`config.mk`:
```
export PLATFORM = sky130hd
export DESIGN_NAME = store_scoreboard
export DESIGN_NICKNAME = d
export VERILOG_FILES = /design/src/rtl/store_scoreboard.sv
export SDC_FILE = /design/constraint.sdc
export NUM_CORES = 1
export LEC_CHECK = 0
export CAP_MARGIN = 15
export CORE_MARGIN = 2
export CORE_UTILIZATION = 58
export DETAILED_ROUTE_END_ITERATION = 8
export PLACE_DENSITY = 0.8
export SETUP_SLACK_MARGIN = 0.02
export SYNTH_ARGS = -nofsm -noshare
export SYNTH_HDL_FRONTEND = slang
export SYNTH_SLANG_ARGS = --single-unit
```
`constraint.sdc`:
```
create_clock -name clk -period 4.42 [get_ports clk]
set_clock_uncertainty 0.15 [all_clocks]
set_input_delay 0.442 -clock clk [delete_from_list [all_inputs] [get_ports clk]]
set_output_delay 0.442 -clock clk [all_outputs]
set_load 0.01 [all_outputs]
```
`src/rtl/store_scoreboard.sv`:
```
// Store monitor: checks data-memory writes against an ordered table of expected
// (address, data) pairs, with a cycle-bounded timeout and a sticky verdict.
module store_scoreboard #(
   parameter int WIDTH   = 32,
   parameter int DEPTH   = 8,
   parameter int TIMEOUT = 100,
   parameter int STRICT  = 1
) (
   input  logic                       clk,
   input  logic                       reset,
   input  logic                       cfg_we,
   input  logic [$clog2(DEPTH)-1:0]   cfg_idx,
   input  logic [WIDTH-1:0]           cfg_adr,
   input  logic [WIDTH-1:0]           cfg_data,
   input  logic [$clog2(DEPTH):0]     cfg_count,
   input  logic                       start,
   input  logic                       MemWrite,
   input  logic [WIDTH-1:0]           DataAdr,
   input  logic [WIDTH-1:0]           WriteData,
   output logic                       done,
   output logic                       pass,
   output logic [1:0]                 fail_code,
   output logic [$clog2(DEPTH):0]     match_cnt,
   output logic [31:0]                cycle_cnt,
   output logic [WIDTH-1:0]           err_adr,
   output logic [WIDTH-1:0]           err_data
);

   localparam int IW = $clog2(DEPTH);
   localparam int CW = IW + 1;

   typedef enum logic [1:0] {IDLE, RUN, PASS, FAIL} state_t;

   localparam logic [1:0] FC_NONE = 2'd0;
   localparam logic [1:0] FC_DATA = 2'd1;
   localparam logic [1:0] FC_ADR  = 2'd2;
   localparam logic [1:0] FC_TOUT = 2'd3;

   state_t           state, state_nx;
   logic [CW-1:0]    count_q, count_nx;
   logic [CW-1:0]    match_nx, match_inc;
   logic [31:0]      cycle_nx;
   logic [WIDTH-1:0] err_adr_nx, err_data_nx;
   logic [1:0]       fail_code_nx;
   logic             done_nx, pass_nx;
   logic             adr_hit, data_hit, timeout;

   logic [WIDTH-1:0] tbl_adr  [DEPTH];
   logic [WIDTH-1:0] tbl_data [DEPTH];

   // Table is frozen during RUN so the expected sequence cannot shift mid-check.
   always_ff @(posedge clk) begin
      if (reset) begin
         for (int i = 0; i < DEPTH; i++) begin
            tbl_adr[i]  <= '0;
            tbl_data[i] <= '0;
         end
      end else if (cfg_we && state != RUN) begin
         tbl_adr[cfg_idx]  <= cfg_adr;
         tbl_data[cfg_idx] <= cfg_data;
      end
   end

   assign adr_hit   = (DataAdr   == tbl_adr[match_cnt[IW-1:0]]);
   assign data_hit  = (WriteData == tbl_data[match_cnt[IW-1:0]]);
   assign timeout   = (cycle_cnt == 32'(TIMEOUT - 1));
   assign match_inc = match_cnt + 1'b1;

   always_comb begin
      state_nx     = state;
      count_nx     = count_q;
      match_nx     = match_cnt;
      cycle_nx     = cycle_cnt;
      err_adr_nx   = err_adr;
      err_data_nx  = err_data;
      fail_code_nx = fail_code;
      done_nx      = done;
      pass_nx      = pass;
      case (state)
         IDLE, PASS, FAIL: begin
            if (start) begin
               count_nx     = cfg_count;
               match_nx     = '0;
               cycle_nx     = '0;
               err_adr_nx   = '0;
               err_data_nx  = '0;
               fail_code_nx = FC_NONE;
               if (cfg_count == '0) begin
                  state_nx = PASS;
                  done_nx  = 1'b1;
                  pass_nx  = 1'b1;
               end else begin
                  state_nx = RUN;
                  done_nx  = 1'b0;
                  pass_nx  = 1'b0;
               end
            end
         end
         RUN: begin
            if (cycle_cnt != '1) cycle_nx = cycle_cnt + 32'd1;
            if (MemWrite && adr_hit && data_hit) begin
               match_nx = match_inc;
               if (match_inc == count_q) begin
                  state_nx = PASS;
                  done_nx  = 1'b1;
                  pass_nx  = 1'b1;
               end
            end else if (MemWrite && STRICT != 0) begin
               state_nx     = FAIL;
               done_nx      = 1'b1;
               fail_code_nx = adr_hit ? FC_DATA : FC_ADR;
               err_adr_nx   = DataAdr;
               err_data_nx  = WriteData;
            end
            // A store verdict in the same cycle takes precedence over timeout.
            if (state_nx == RUN && timeout) begin
               state_nx     = FAIL;
               done_nx      = 1'b1;
               fail_code_nx = FC_TOUT;
            end
         end
         default: state_nx = IDLE;
      endcase
   end

   always_ff @(posedge clk) begin
      if (reset) begin
         state     <= IDLE;
         count_q   <= '0;
         match_cnt <= '0;
         cycle_cnt <= '0;
         err_adr   <= '0;
         err_data  <= '0;
         fail_code <= FC_NONE;
         done      <= 1'b0;
         pass      <= 1'b0;
      end else begin
         state     <= state_nx;
         count_q   <= count_nx;
         match_cnt <= match_nx;
         cycle_cnt <= cycle_nx;
         err_adr   <= err_adr_nx;
         err_data  <= err_data_nx;
         fail_code <= fail_code_nx;
         done      <= done_nx;
         pass      <= pass_nx;
      end
   end

endmodule

```
======== Word level (Yosys, flattened, before mapping) ========
Memories as Yosys holds them, arrays and structs flattened. A register that Yosys moved wholly into a read port is not among the register bits.
Index checks and enable logic that the tools add are counted.
storage, ports and cells
  bits of input ports ..................... 140
  word-level logic and storage cells ...... 99
  memory bits (writable) .................. 512
  output and inout port bits .............. 104
  memories kept ........................... 2
  register bits after elaboration ......... 110
cells by class
  add/sub/neg operators ................... 2
  reductions and logical operators ........ 16
  multiplexer cells ....................... 50
  equality and inequality tests ........... 20
memories
  memory    words  bits a word  rd ports  clocked after memory_dff  write ports  line  text
  tbl_adr   8      32           1         1                         8            48    logic [WIDTH-1:0] tbl_adr [DEPTH];
  tbl_data  8      32           1         1                         8            49    logic [WIDTH-1:0] tbl_data [DEPTH];
operators with widths
  operator                                                          count
  32-bit 2-to-1 mux                                                 8
  32-bit case mux with 2 select lines                               3
  32-bit == test                                                    2
  32-bit OR reduction                                               2
  32-bit by 1-bit adder with 32-bit output, second input constant   1
  32-bit by 7-bit == test with 1-bit output, second input constant  1
  32-bit != test, second input constant                             1
  2-bit 2-to-1 mux                                                  12
  3-bit 2-to-1 mux                                                  6
  1-bit 2-to-1 mux                                                  14
  2-bit != test, second input constant                              6
  3-bit AND reduction                                               4
  4-bit 2-to-1 mux                                                  2
  4-bit != test, second input constant                              2
  2-bit case mux with 2 select lines                                2
  4-bit case mux with 2 select lines                                1
  3-bit != test, second input constant                              2
  2-bit AND reduction                                               3
  4-bit by 1-bit adder with 4-bit output, second input constant     1
  2-bit by 1-bit == test with 1-bit output, second input constant   2
  2-bit == test, second input constant                              2
  4-bit == test                                                     1
  1-bit logical AND                                                 4
  4-bit zero test                                                   1
  4 further kinds                                                   5

======== Logic depth before layout (Yosys ltp) ========
Gate-level depths: netlist (run 1).
  depth after elaboration ................. 9
  mapped depth ............................ 15
  mapped depth without buffers ............ 9

======== Least setup slack after synthesis (run 1) ========
No wires, ideal clock.
  path type ............................... register to register
  from .................................... register with a tool-made name
  to ...................................... register with a tool-made name
  stages on the path, launching flop included .. 14
  path buffers ............................ 6
  required time ........................... 4.152 ns
  data arrival time ....................... 3.362 ns
  slack ................................... 0.790 ns
  clock period less this slack ............ 3.630 ns
  path through ............................ dfxtp_1 -> buf_2 -> buf_2 -> clkbuf_1 -> buf_2 -> mux4_2 -> mux2i_1 -> xor2_1 -> nand4_1 -> or4_1 -> clkbuf_1 -> buf_2 -> o31a_1 -> o21ba_2

==> results of run 1 <==
==> layer usage <==
metal,global-route usage,vias to the layer above,part of all wire
met4,0.0968,10,0.027
met1,0.389,8998,0.39
met5,0,-,0.00091
met3,0.0515,145,0.086
li1,-,7926,-
met2,0.491,862,0.49
==> cell type report <==
cell class | instances | share of cell area
well taps | 664 | 0.0245
inverters | 5 | 0.000554
clock buffers | 79 | 0.0483
diodes | 5 | 0.000370
repair buffers | 300 | 0.0903
flip-flops and latches | 625 | 0.521
clock inverters | 36 | 0.00802
multi-input cells | 1306 | 0.307
==> registers in the layout, summed over array words and instances (netlist names), 2 cells and up, named ones only <==
register	count
count_q	4
cycle_cnt	32
err_adr	32
err_data	32
fail_code	2
match_cnt	4
state	2
tbl_adr	256
tbl_data	256
==> Yosys cell counts, drive strengths merged (31+ instances only) <==
master,n
edfxtp,512
a22oi,34
and2,522
nand2b,70
xor2,38
dfxtp,113
clkbuf,88
a21oi,31
nand2,93
xnor2,43
mux4,92
mux2i,180
buf,45
nor2,51
==> power breakdown <==
group	total, mW	internal [mW]	leakage (nW)	switching (mW)
registers	6.65	6.58	6.27	0.0721
clock network	5.03	2.83	0.927	2.20
logic	0.823	0.345	4.72	0.478
==> path summary, 6_finish.rpt <==
kind / endpoint / depth (start not counted)
max: err_adr[23] / 12
min: count_q[0] / 3
max reg2reg: err_adr[23] / 12
min reg2reg: err_adr[5] / 2
==> per-stage QoR <==
step                      hold slack, ns  cells  power (mW)   util
after floorplan                    0.298   2069        7.13      -
after global placement             0.293   2900        7.56  0.655
after detailed placement           0.296   2900        7.59  0.655
after CTS                          0.249   3015        12.5  0.694
after global routing               0.293   3016        12.8  0.694
final                              0.271   3020        12.5  0.694
==> tightest hold or removal path, stage by stage <==
cell	delay (ns)
clkdlybuf4s50_1	0.43
nand2_1	0.07
a21oi_1	0.05
==> cell families (layout without fill, tap and decap cells) <==
kind of cell | count (synthesis) | in the layout | synth area share
simple gates | 851 | 851 | 0.174
flops | 625 | 625 | 0.617
other cells | 0 | 5 | 0
buf+inv | 138 | 420 | 0.0224
xor+xnor | 81 | 81 | 0.0248
fa+ha+maj | 2 | 2 | 0.000876
compound gates | 98 | 98 | 0.0240
mux | 274 | 274 | 0.136
==> flow_summary.ini, run 1 <==
[status]
status = finished, final reports clean

[finish]
most-common-layout-cells = and2_1, edfxtp_1, clkdlybuf4s50_1
syn_to_final_growth_pct = 18.5
seqCellArea_um2 = 17600
design_area_um2 = 33900
drive_gt1_frac = 0.112
fillCellCount = 3212
layout_commonest_cell = and2_1
multi_input_area_um2 = 10400
fin_nets = 2441

[drt]
via_count = 17900
wire_per_inst_um = 24.4
drcViolationCount = 0
ant_nets = 0
finalWirelength_mm = 73.8
viasPerCell = 5.94
first_iter_violations = 1915
drtPass1Iterations = 6

[synth]
synth-edff-count = 512
synth.distinct_cells = 52
synth_area_um2 = 28600
synthFlopType = edfxtp_1
yosys-top-cells-area = edfxtp_1, and2_1, dfxtp_1
avgSynthCellArea_um2 = 13.8
syn-num-nets = 2211
ys_seq_elements = 625
yosys.area.top_type_share = 0.538
synth_top_area_cell = edfxtp_1
yosys_warnings = 0
synthCells = 2069
async_flop_share = 0
seq_area_frac_synth = 0.617

[placement]
place_area_um2 = 31900
io_buffers = 243
place_congestion = 0.842
dp_slack_ns = 0.361
dpl.hpwl_mm = 43.5

[critical_path]
cp_max_fo = 32
arrival_ns = 4.43
worstPathRequired_ns = 4.77
cpLargestDelayFamily = simple AND/OR/NAND/NOR gates
crit_path_end_kind = flip-flop
reg2reg_setup_slack_ns = 0.33
max_stage_delay_ns = 0.57
crit_path_start_kind = flip-flop
cpMaxStageDelayCell = dfxtp_4
cp_common_cell = buf_12
cp_cell_sequence = buf_12 -> buf_12 -> mux4_2 -> mux2i_1 -> xnor2_1 -> nor4_1 -> nand4_1 -> or4_1 -> buf_4 -> o21ba_4 -> buf_12 -> mux2i_1
path_class = reg2reg
cp_num_buf_inv = 4

[cts]
cts_tree = done
numCtsBuffers = 61
cts_sinks = 625
postCtsSetupBuffers = 0
cts_root_buf = clkbuf_16
ctsHoldBuffers = 0
cts.clk_slew.worst_paths_ns = 0.06
clk_latency_ns = 0.63
cts_resized = 0
cts_buffer_depth = 3
htreeDepth = 2

[global_route]
grt_overflow = 0
grt_max_degree = 65
antenna_found_initial = 9
grt_usage = 0.293
first_global_vias = 18300
grt_first_pass_wirelength_mm = 111

[floorplanning]
ios = 244
fp.dieW_um = 226
rows = 81
die_h_um = 226
start_util = 0.586
dieArea_um2 = 51000
coreArea_um2 = 48700

[timing]
layout_min_cycle_time_ns = 4.09
finalHoldViolations = 0
layout_setup_ws_ns = 0.333
max_freq_mhz = 245
tns_ns = 0
final_max_slew_viol_count = 0
maxSlewHeadroom = 0.242
finalCritPeriodShare = 0.925
worst_pin_slew_ns = 1.14
setup_viol = 0
rsz0062_at_grt = no

[run]
drv_cap = 0

[power]
power.density_nw_per_um2 = 369
peakVddDrop_mv = 0.295
leakagePower_nw = 11.9

[hold_path]
hold_path_class = in2reg
hold_start = cfg_count[0]
Power figures use the tool's default switching activity.
==> inputs of run 2 (changes only) <==
HOLD_SLACK_MARGIN = 0.08   (was default)
==> results of run 2 <==
The final DEF is identical to that of run 1; final timing and power are the same.
